[config.mk]
export PLATFORM = sky130hd
export DESIGN_NAME = riscv_perf_counters
export DESIGN_NICKNAME = d
export VERILOG_FILES = /design/src/rtl/riscv_defines.sv /design/src/rtl/riscv_perf_counter_slice.sv /design/src/rtl/riscv_perf_counters.sv
export SDC_FILE = /design/constraint.sdc
export NUM_CORES = 1
export LEC_CHECK = 0
export BUFFER_PORTS_ARGS = -buffer_cell sky130_fd_sc_hd__buf_2
export CELL_PAD_IN_SITES_DETAIL_PLACEMENT = 0
export CELL_PAD_IN_SITES_GLOBAL_PLACEMENT = 1
export CORE_MARGIN = 2
export CORE_UTILIZATION = 44
export CTS_BUF_LIST = sky130_fd_sc_hd__clkbuf_4 sky130_fd_sc_hd__clkbuf_8
export DETAILED_ROUTE_END_ITERATION = 12
export MAX_ROUTING_LAYER = met4
export PLACE_DENSITY_LB_ADDON = 0.25
export SYNTH_ARGS = -nofsm -noshare
export SYNTH_HDL_FRONTEND = slang
export SYNTH_SLANG_ARGS = --single-unit
[constraint.sdc]
create_clock -name clk -period 3.3 [get_ports clk]
set_input_delay 0.165 -clock clk [delete_from_list [all_inputs] [get_ports clk]]
set_output_delay 0.165 -clock clk [all_outputs]
set_load 0.005 [all_outputs]
[src/rtl/riscv_defines.sv]
// Shared CSR definitions: operation codes, the performance-counter address map,
// the counter configuration layout and the common CSR read-modify-write helper.
package riscv_defines;

    localparam logic [1:0] CSR_OP_NONE  = 2'b00;
    localparam logic [1:0] CSR_OP_WRITE = 2'b01;
    localparam logic [1:0] CSR_OP_SET   = 2'b10;
    localparam logic [1:0] CSR_OP_CLEAR = 2'b11;

    localparam logic [11:0] PERF_CNTLO_BASE = 12'h780;
    localparam logic [11:0] PERF_CNTHI_BASE = 12'h788;
    localparam logic [11:0] PERF_CFG_BASE   = 12'h790;
    localparam logic [11:0] PERF_GCTRL      = 12'h7A0;
    localparam logic [11:0] PERF_OVF        = 12'h7A1;

    localparam int unsigned PERF_CFG_SEL_LSB = 0;
    localparam int unsigned PERF_CFG_SEL_W   = 8;
    localparam int unsigned PERF_CFG_EN_BIT  = 8;
    localparam int unsigned PERF_CFG_SAT_BIT = 9;
    localparam int unsigned PERF_CFG_IRQ_BIT = 10;
    localparam int unsigned PERF_CFG_OVF_BIT = 31;

    // Packed so that a cast of CFG bits [10:0] lands on the right fields.
    typedef struct packed {
        logic       irq_en;
        logic       sat;
        logic       en;
        logic [7:0] evt_sel;
    } perf_cfg_t;

    function automatic logic [31:0] csr_apply_op(input logic [1:0]  op,
                                                 input logic [31:0] old_v,
                                                 input logic [31:0] wdata);
        case (op)
            CSR_OP_WRITE: csr_apply_op = wdata;
            CSR_OP_SET:   csr_apply_op = old_v | wdata;
            CSR_OP_CLEAR: csr_apply_op = old_v & ~wdata;
            default:      csr_apply_op = old_v;
        endcase
    endfunction

endpackage

[src/rtl/riscv_perf_counter_slice.sv]
// One performance counter: configuration, one-cycle event pipeline (inc_q),
// increment with saturate/wrap, sticky overflow flag and its CSR write port.
module riscv_perf_counter_slice
    import riscv_defines::*;
#(
    parameter int unsigned N_EVENTS = 16,
    parameter int unsigned CNT_W    = 48
) (
    input  logic                clk,
    input  logic                rst_n,
    input  logic [N_EVENTS-1:0] events_i,
    input  logic                count_en_i,
    input  logic                wr_lo_i,
    input  logic                wr_hi_i,
    input  logic                wr_cfg_i,
    input  logic                wr_ovf_i,
    input  logic [31:0]         wdata_i,
    input  logic                ovf_wval_i,
    output logic [CNT_W-1:0]    cnt_o,
    output perf_cfg_t           cfg_o,
    output logic                ovf_o,
    output logic                irq_pend_d_o
);

    localparam int unsigned HI_W = CNT_W - 32;
    localparam logic [CNT_W-1:0] CNT_MAX = {CNT_W{1'b1}};

    logic [CNT_W-1:0] cnt_q, cnt_d;
    perf_cfg_t        cfg_q, cfg_d;
    logic             inc_q, inc_d;
    logic             ovf_q, ovf_d;
    logic             ovf_set_s;
    logic [255:0]     evt_pad_s;

    // Event selection and next-state for counter, config and overflow flag.
    always_comb begin
        evt_pad_s = 256'(events_i);
        inc_d     = count_en_i & cfg_q.en & evt_pad_s[cfg_q.evt_sel];
        cnt_d     = cnt_q;
        ovf_set_s = 1'b0;
        if (wr_lo_i) begin
            cnt_d[31:0] = wdata_i;
        end else if (wr_hi_i) begin
            // Carry out of the low word is dropped when the high word is written.
            cnt_d[CNT_W-1:32] = wdata_i[HI_W-1:0];
            cnt_d[31:0]       = inc_q ? (cnt_q[31:0] + 32'd1) : cnt_q[31:0];
        end else if (inc_q) begin
            if (cnt_q == CNT_MAX) begin
                ovf_set_s = 1'b1;
                cnt_d     = cfg_q.sat ? CNT_MAX : {CNT_W{1'b0}};
            end else begin
                cnt_d = cnt_q + CNT_W'(1);
            end
        end else begin
            cnt_d = cnt_q;
        end

        if (ovf_set_s) begin
            ovf_d = 1'b1;
        end else if (wr_ovf_i) begin
            ovf_d = ovf_wval_i;
        end else begin
            ovf_d = ovf_q;
        end

        cfg_d        = wr_cfg_i ? perf_cfg_t'(wdata_i[10:0]) : cfg_q;
        irq_pend_d_o = ovf_d & cfg_d.irq_en;
    end

    // State registers.
    always_ff @(posedge clk or negedge rst_n) begin
        if (!rst_n) begin
            cnt_q <= {CNT_W{1'b0}};
            cfg_q <= '0;
            inc_q <= 1'b0;
            ovf_q <= 1'b0;
        end else begin
            cnt_q <= cnt_d;
            cfg_q <= cfg_d;
            inc_q <= inc_d;
            ovf_q <= ovf_d;
        end
    end

    assign cnt_o = cnt_q;
    assign cfg_o = cfg_q;
    assign ovf_o = ovf_q;

endmodule

[src/rtl/riscv_perf_counters.sv]
// Performance-counter unit: CSR decoder, global control, atomic high-word
// shadow and read mux around N_CNT counter slices.
module riscv_perf_counters
    import riscv_defines::*;
#(
    parameter int unsigned N_EVENTS = 16,
    parameter int unsigned N_CNT    = 4,
    parameter int unsigned CNT_W    = 48
) (
    input  logic                clk,
    input  logic                rst_n,
    input  logic                csr_access_i,
    input  logic [11:0]         csr_addr_i,
    input  logic [31:0]         csr_wdata_i,
    input  logic [1:0]          csr_op_i,
    output logic [31:0]         csr_rdata_o,
    output logic                csr_hit_o,
    input  logic [N_EVENTS-1:0] events_i,
    output logic [N_CNT-1:0]    ovf_o,
    output logic                ovf_irq_o
);

    localparam int unsigned HI_W = CNT_W - 32;

    logic [CNT_W-1:0] cnt_s [N_CNT];
    perf_cfg_t        cfg_s [N_CNT];
    logic [N_CNT-1:0] ovf_s, irq_pend_d_s;

    logic             global_en_q, global_en_d, freeze_q, freeze_d, ovf_irq_q;
    logic [HI_W-1:0]  shadow_q, shadow_d;
    logic [2:0]       tag_q, tag_d;
    logic             tag_vld_q, tag_vld_d;

    logic [2:0]       idx_s;
    logic [11:0]      base_s;
    logic             idx_ok_s, lo_sel_s, hi_sel_s, cfg_sel_s, gctrl_sel_s, ovf_sel_s;
    logic             hit_s, wr_s, count_en_s;
    logic [31:0]      cur_lo_s, cur_hi_s, live_hi32_s, cur_cfg_s, rdata_s, old_s, wval_s;
    logic [HI_W-1:0]  live_hi_s;

    // Address decode, read mux and write-value computation.
    always_comb begin
        idx_s       = csr_addr_i[2:0];
        base_s      = {csr_addr_i[11:3], 3'b000};
        idx_ok_s    = ({1'b0, idx_s} < 4'(N_CNT));
        lo_sel_s    = csr_access_i & idx_ok_s & (base_s == PERF_CNTLO_BASE);
        hi_sel_s    = csr_access_i & idx_ok_s & (base_s == PERF_CNTHI_BASE);
        cfg_sel_s   = csr_access_i & idx_ok_s & (base_s == PERF_CFG_BASE);
        gctrl_sel_s = csr_access_i & (csr_addr_i == PERF_GCTRL);
        ovf_sel_s   = csr_access_i & (csr_addr_i == PERF_OVF);
        hit_s       = lo_sel_s | hi_sel_s | cfg_sel_s | gctrl_sel_s | ovf_sel_s;
        wr_s        = hit_s & (csr_op_i != CSR_OP_NONE);

        cur_lo_s    = 32'd0;
        cur_hi_s    = 32'd0;
        live_hi32_s = 32'd0;
        cur_cfg_s   = 32'd0;
        live_hi_s   = '0;
        for (int i = 0; i < N_CNT; i++) begin
            if (idx_s == 3'(i)) begin
                cur_lo_s  = cnt_s[i][31:0];
                live_hi_s = cnt_s[i][CNT_W-1:32];
                cur_hi_s[HI_W-1:0] = (tag_vld_q && (tag_q == 3'(i))) ? shadow_q
                                                                       : cnt_s[i][CNT_W-1:32];
                cur_cfg_s = {ovf_s[i], 20'd0, cfg_s[i]};
            end else begin
                cur_lo_s = cur_lo_s;
            end
        end
        live_hi32_s[HI_W-1:0] = live_hi_s;

        if (lo_sel_s) begin
            rdata_s = cur_lo_s;
        end else if (hi_sel_s) begin
            rdata_s = cur_hi_s;
        end else if (cfg_sel_s) begin
            rdata_s = cur_cfg_s;
        end else if (gctrl_sel_s) begin
            rdata_s = {30'd0, freeze_q, global_en_q};
        end else if (ovf_sel_s) begin
            rdata_s = 32'(ovf_s);
        end else begin
            rdata_s = 32'd0;
        end

        // Read-modify-write of CNTHI works on the live value, never the shadow.
        old_s  = hi_sel_s ? live_hi32_s : rdata_s;
        wval_s = csr_apply_op(csr_op_i, old_s, csr_wdata_i);
    end

    // Next-state for global control and the CNTLO/CNTHI shadow tag.
    always_comb begin
        global_en_d = global_en_q;
        freeze_d    = freeze_q;
        shadow_d    = shadow_q;
        tag_d       = tag_q;
        tag_vld_d   = tag_vld_q;
        if (wr_s && gctrl_sel_s) begin
            global_en_d = wval_s[0];
            freeze_d    = wval_s[1];
        end else begin
            global_en_d = global_en_q;
        end
        if (lo_sel_s) begin
            shadow_d  = live_hi_s;
            tag_d     = idx_s;
            tag_vld_d = ~wr_s;
        end else if (wr_s && hi_sel_s && (tag_q == idx_s)) begin
            tag_vld_d = 1'b0;
        end else begin
            tag_vld_d = tag_vld_q;
        end
    end

    // Top-level state registers; the interrupt is registered from next-state flags.
    always_ff @(posedge clk or negedge rst_n) begin
        if (!rst_n) begin
            global_en_q <= 1'b0;
            freeze_q    <= 1'b0;
            shadow_q    <= '0;
            tag_q       <= 3'd0;
            tag_vld_q   <= 1'b0;
            ovf_irq_q   <= 1'b0;
        end else begin
            global_en_q <= global_en_d;
            freeze_q    <= freeze_d;
            shadow_q    <= shadow_d;
            tag_q       <= tag_d;
            tag_vld_q   <= tag_vld_d;
            ovf_irq_q   <= |irq_pend_d_s;
        end
    end

    assign count_en_s = global_en_q & ~(freeze_q & ovf_irq_q);

    for (genvar g = 0; g < N_CNT; g++) begin : g_slice
        riscv_perf_counter_slice #(
            .N_EVENTS(N_EVENTS),
            .CNT_W   (CNT_W)
        ) u_slice (
            .clk         (clk),
            .rst_n       (rst_n),
            .events_i    (events_i),
            .count_en_i  (count_en_s),
            .wr_lo_i     (wr_s & lo_sel_s & (idx_s == 3'(g))),
            .wr_hi_i     (wr_s & hi_sel_s & (idx_s == 3'(g))),
            .wr_cfg_i    (wr_s & cfg_sel_s & (idx_s == 3'(g))),
            .wr_ovf_i    (wr_s & (ovf_sel_s | (cfg_sel_s & (idx_s == 3'(g))))),
            .wdata_i     (wval_s),
            .ovf_wval_i  (ovf_sel_s ? wval_s[g] : wval_s[PERF_CFG_OVF_BIT]),
            .cnt_o       (cnt_s[g]),
            .cfg_o       (cfg_s[g]),
            .ovf_o       (ovf_s[g]),
            .irq_pend_d_o(irq_pend_d_s[g])
        );
    end

    assign csr_rdata_o = rdata_s;
    assign csr_hit_o   = hit_s;
    assign ovf_o       = ovf_s;
    assign ovf_irq_o   = ovf_irq_q;

endmodule

# After elaboration in Yosys (flattened, before gate mapping)
# Cells that the tools add are included.
# totals
reg_bits	267
output_inout_bits	38
wordCells	248
# op_classes
add_sub_neg	8
n_lt_le_gt_ge	5
n_eq_ne	19
n_mux	93
bitwise_logic	61
n_reduce_logical	24
# ops
cell	n
$mux W48	16
$mux W32	20
$add A48 B1 Y48 const B	4
$eq A48 B48 Y1 const B	4
$mux W16	12
$add A32 B1 Y32 const B	4
$pmux W32 S3	1
$and A1 B1 Y1	44
$mux W11	4
$lt A8 B9 Y1 const B	4
$mux W1	34
$and A32 B32 Y32	1
$bmux W1 S8	4
$not A32 Y32	1
$or A32 B32 Y32	1
$eq A9 B8 Y1 const B	3
$eq A12 B11 Y1 const B	2
$reduce_bool A2 Y1	10
$eq A3 B2 Y1 const B	4
$mux W4	2
$or A1 B1 Y1	8
$reduce_and A2 Y1	4
$logic_and A1 B1 Y1	7
$eq A3 B1 Y1 const B	2
other kinds (7)	14

# Logic depth before layout (Yosys ltp)
# depth
ltp_word	17
ltp_mapped	14

# By module
# From an unflattened synthesis, not the netlist that was laid out.
# unflattened
hier_cells	2611
hier_area_um2	21856.0
# by_module_without_submodules
mod	instances	cells_per_inst	area_each_um2	seq_area_each_um2
riscv_perf_counter_slice	4	480	4155.2	1526.5
riscv_perf_counters	1	691	5235.0	575.6

# Worst setup path before layout
# No wires, ideal clock.
# synth_path
path_type	register -> register
start	register g_slice[0].u_slice.cnt_q[17]
end	register g_slice[0].u_slice.cnt_q[21]
setup_time_ns	0.155
arrival_ns	2.343
t_required_ns	3.145
setup_slack_ns	0.802
path_stages_with_launch	7
path_cell_list	dfrtp_1 nand4_1 or4_4 nor4_4 nand3_1 o21ai_0 o221ai_1
# synth_via
elab_chain_cells	5
word_cells_on_any_way	8
cone_classes	add/sub: 2; eq/ne: 1; mux: 5
# synth_rtl
element	line	rtl
start, declared	riscv_perf_counter_slice.sv:28	logic [CNT_W-1:0] cnt_q, cnt_d;
start signal, assigned	riscv_perf_counter_slice.sv:73	cnt_q <= {CNT_W{1'b0}};
start signal, assigned	riscv_perf_counter_slice.sv:78	cnt_q <= cnt_d;
$add A48 B1 Y48 / $eq A48 B48 Y1 (equally long branches)	riscv_perf_counter_slice.sv:52, riscv_perf_counter_slice.sv:48	
$mux W48	riscv_perf_counter_slice.sv:48	if (cnt_q == CNT_MAX) begin
$mux W48	riscv_perf_counter_slice.sv:47	end else if (inc_q) begin
$mux W48 *	riscv_perf_counter_slice.sv:43	end else if (wr_hi_i) begin
$mux W32 *	riscv_perf_counter_slice.sv:41	if (wr_lo_i) begin
# Every way passes the cells marked *; elsewhere a longest branch is shown, timed or not. The select of a mux whose other input is x is not followed.
# A chain may end at the register's enable or synchronous reset.

# Worst setup path in the final report
# layout_path
start	register tag_q[2]
end	output port csr_rdata_o[6]
# layout_via
elab_chain_cells	9
word_cells_on_any_way	18
cone_classes	eq/ne: 3; mux: 10; reduce/logical: 5
# layout_rtl
element	line	rtl
start, declared	riscv_perf_counters.sv:31	logic [2:0] tag_q, tag_d;
start signal, assigned	riscv_perf_counters.sv:128	tag_q <= tag_d;
$logic_not A3 Y1	riscv_perf_counters.sv:63	cur_hi_s[HI_W-1:0] = (tag_vld_q && (tag_q == 3'(i))) ? shadow_q
$logic_and A1 B1 Y1	riscv_perf_counters.sv:63	
$mux W16	riscv_perf_counters.sv:63	
$mux W16 (3 in series)	riscv_perf_counters.sv:60	if (idx_s == 3'(i)) begin
$mux W16 *	riscv_perf_counters.sv:60	
$mux W32 *	riscv_perf_counters.sv:74	end else if (hi_sel_s) begin
$mux W32 *	riscv_perf_counters.sv:72	if (lo_sel_s) begin
end, declared	riscv_perf_counters.sv:16	output logic [31:0] csr_rdata_o,
# Every way passes the cells marked *; elsewhere a longest branch is shown, timed or not.

==> results.sh <==
export IMPL_run_status="complete, but fails checks"
export IMPL_failed_checks="negative setup slack"
export IMPL_cp_cell_sequence="nor4b_2 > buf_6 > mux2i_1 > mux4_2 > o211ai_1 > buf_2"
export IMPL_design_portCount=103
export IMPL_vias_per_cell=6.836
export IMPL_cts_tree="built"
export IMPL_nNetsFinal=2796
export IMPL_min_delay_path_class="in -> reg"
export IMPL_synthesis_yosys_warnings=0
export IMPL_vias_in_the_first_global_route=21850
export IMPL_die_width_um=222.2
export IMPL_final_setup_worst_slack_ps=-16.49
export IMPL_ys_ff_latch=267
export IMPL_synthArstFlopShare=1.000
export IMPL_gpl_final_weighted_congestion=1.052
export IMPL_ys_top_cells_by_count="sky130_fd_sc_hd__nand2_1 (293), sky130_fd_sc_hd__dfrtp_1 (267), sky130_fd_sc_hd__o21ai_0 (266)"
export IMPL_timing_critical_path_slowest_cell_delay_ps=530
export IMPL_power_static_leakage_uw=0.009983
export IMPL_cellPowerDensity_nw_per_um2=330.5
export IMPL_yosysMostFrequentCell="sky130_fd_sc_hd__nand2_1"
export IMPL_drive_gt1_frac=0.2103
export IMPL_ant_nets=0
export IMPL_syn_cell_area_um2=20960
export IMPL_cts_buffer_depth=3
export IMPL_antenna_found_initial=3
export IMPL_max_slew_margin_rel=0.4238
export IMPL_initial_core_util=0.4483
export IMPL_synth_yosys_seq_area_share=0.3188
export IMPL_grt_first_pass_wirelength_mm=148.9
export IMPL_max_vdd_ir_drop_v=0.0003512
export IMPL_die_area_um2=49390
export IMPL_cts_repair_timing_setup_buffer_count=0
export IMPL_end_kind="output port"
export IMPL_clock_latency_of_the_later_clocked_register_in_the_worst_skew_pair_ps=680
export IMPL_post_synth_top_area_cell="sky130_fd_sc_hd__dfrtp_1"
export IMPL_rr_worst_depth=8
export IMPL_max_cap_violations=0
export IMPL_site_rows=79
export IMPL_synth_edff_count=0
export IMPL_dpl_hpwl_mm=76.77
export IMPL_floorplan_core_area_um2=46750
export IMPL_setup_viol_count_final=1
export IMPL_routed_wirelength_mm=102.3
export IMPL_cts_root_buf="sky130_fd_sc_hd__clkbuf_8"
export IMPL_final_min_clock_period_ps=3316
export IMPL_area_growth_syn_to_layout_pct=16.81
export IMPL_cts_max_level=2
export IMPL_crit_path_top_delay_cell="sky130_fd_sc_hd__dfrtp_1"
export IMPL_path_buf_inv=2
export IMPL_final_layout_setup_total_negative_slack_ps=-16.49
export IMPL_cpLargestDelayFamily="multiplexers"
export IMPL_tightest_slew_ps=860.4
export IMPL_path_clk_slew_ps=60
export IMPL_post_layout_total_power_uw=8092
export IMPL_worstHoldStart="csr_wdata_i[8]"
export IMPL_grt_setup_unrepaired="no"
export IMPL_dieHeight_um=222.2
export IMPL_critPathKind="reg -> out"
export IMPL_r2r_end="g_slice[0].u_slice.cnt_o[6]"
export IMPL_clock_sinks=267
export IMPL_route_detailed_drc=0
export IMPL_slew_violations=0
export IMPL_final_worst_path_cycle_share=1.005
export IMPL_synth_avg_cell_area_um2=8.251
export IMPL_worst_ep_arrival_time_ps=3150
export IMPL_first_iter_violations=2743
export IMPL_synth_lib_cells_used_distinct=92
export IMPL_skew_ps=33.63
export IMPL_r2r_setup_slack_ps=230
export IMPL_detail_route_first_pass_iterations=6
export IMPL_critPathLaunchType="register"
export IMPL_r2r_start="g_slice[0].u_slice.cnt_o[7]"
export IMPL_detailroute_via_count=23093
export IMPL_endpoints_failing_hold=0
export IMPL_post_synth_inst_count=2540
export IMPL_port_buffers=102
export IMPL_cp_data_required_time_ps=3130
export IMPL_grt_ovfl_total=0
export IMPL_min_to="g_slice[2].u_slice.cnt_o[40]"
export IMPL_synth_top_cells_by_area="sky130_fd_sc_hd__dfrtp_1 (32%), sky130_fd_sc_hd__o21ai_0 (6.4%), sky130_fd_sc_hd__mux4_2 (5.9%)"
export IMPL_timing_fmax_mhz=301.5
export IMPL_critical_path_maximum_fanout=16
export IMPL_synth_top_cell_area_share=0.3188
export IMPL_cts_made_buffers=53
export IMPL_wl_per_cell_um=30.30
export IMPL_min_path_cells=5
export IMPL_maximum_number_of_pins_on_one_net_before_global_route_repair=86
export IMPL_syn_nets=2609
export IMPL_groute_usage_overall=0.4207
export IMPL_leading_register_cell_type_out_of_synthesis="sky130_fd_sc_hd__dfrtp_1"
worst min-delay path: stages:
cell                      delay, ps
sky130_fd_sc_hd__buf_2          130
sky130_fd_sc_hd__nand2_1         70
sky130_fd_sc_hd__nand2_1         50
sky130_fd_sc_hd__nand2_1        170
sky130_fd_sc_hd__o21ai_0        100
worst max-delay path by stage:
stage	startpoint	to	slack, ps	cells past startpoint
after global placement	csr_addr_i[0]	g_slice[3].u_slice.cnt_o[47]	50	8
final	tag_q[2]	csr_rdata_o[6]	-20	6
after global routing	tag_q[2]	csr_rdata_o[6]	6	6
after detailed placement	csr_addr_i[0]	g_slice[3].u_slice.cnt_o[47]	50	8
after floorplan	g_slice[0].u_slice.cnt_o[17]	g_slice[0].u_slice.cnt_o[21]	800	6
after CTS	tag_q[2]	csr_rdata_o[6]	20	6
metrics by stage:
step	util	cells	instance area, um2	hold WS (ps)	setup WS (ps)
2_1_floorplan	-	2540	20960	-130.6	802.2
3_3_place_gp	0.4965	3276	23210	247.0	48.37
3_5_place_dp	0.4965	3276	23210	254.1	54.82
4_1_cts	0.5231	3374	24460	19.07	19.15
5_1_grt	0.5235	3377	24480	85.90	6.394
6_report	0.5236	3378	24480	60.40	-16.49
registers in the layout, summed over array words and instances, names as in the netlist:
name / flops
g_slice.u_slice.cnt_o: 192
g_slice.u_slice.cfg_o: 44
shadow_q: 16
g_slice.u_slice.inc_q: 4
g_slice.u_slice.ovf_o: 4
tag_q: 3
freeze_q: 1
global_en_q: 1
ovf_irq_o: 1
tag_vld_q: 1
cells in the final DEF (no fill, tap or decap), types with 52 or more instances in the layout:
cell type	instances
sky130_fd_sc_hd__buf_2	100
sky130_fd_sc_hd__nor3_1	52
sky130_fd_sc_hd__nor2_1	179
sky130_fd_sc_hd__buf_4	209
sky130_fd_sc_hd__nand4_1	66
sky130_fd_sc_hd__nand2_1	293
sky130_fd_sc_hd__dfrtp_1	267
sky130_fd_sc_hd__nand3_1	118
sky130_fd_sc_hd__mux4_2	55
sky130_fd_sc_hd__mux2i_1	75
sky130_fd_sc_hd__clkbuf_8	71
sky130_fd_sc_hd__o21ai_0	264
sky130_fd_sc_hd__a21oi_1	193
per-layer routing:
layer | wire [um] | GRT usage | up-vias
li1 | - | - | 10041
met1 | 40430 | 0.5343 | 11319
met2 | 44140 | 0.6135 | 1414
met3 | 10200 | 0.08450 | 319
met4 | 7580 | 0.2670 | 0
met5 | 0 | - | -
kinds of logic after synthesis:
group           count (synthesis)  synth area share
fa+ha+maj                       4          0.002388
compound gates                856            0.2564
buf+inv                       227           0.04513
xor+xnor                       49           0.02048
mux                           175            0.1191
simple gates                  962            0.2377
flops                         267            0.3188
layout make-up:
type                            instances  area, um2
Clock inverter                         11      136.4
Fill cell                            4489      22270
Inverter                               36      135.1
Sequential cell                       267       6681
Clock buffer                           84       1075
Antenna cell                            4      10.01
Multi-Input combinational cell       2046      13390
Timing Repair Buffer                  323       2288
Tap cell                              607      759.5
power by group:
part,total (uW),internal [uW],switching (uW)
combinational,841,271,570
clock,3960,2290,1660
sequential,3300,3280,12.2
what timing repair did:
item,in CTS,in global routing
endpoints found under the hold margin,82,0
hold buffers,3,0
setup endpoints to repair,1,2
gates resized for setup,1,3
No activity file was read; power rests on OpenSTA's default activity.
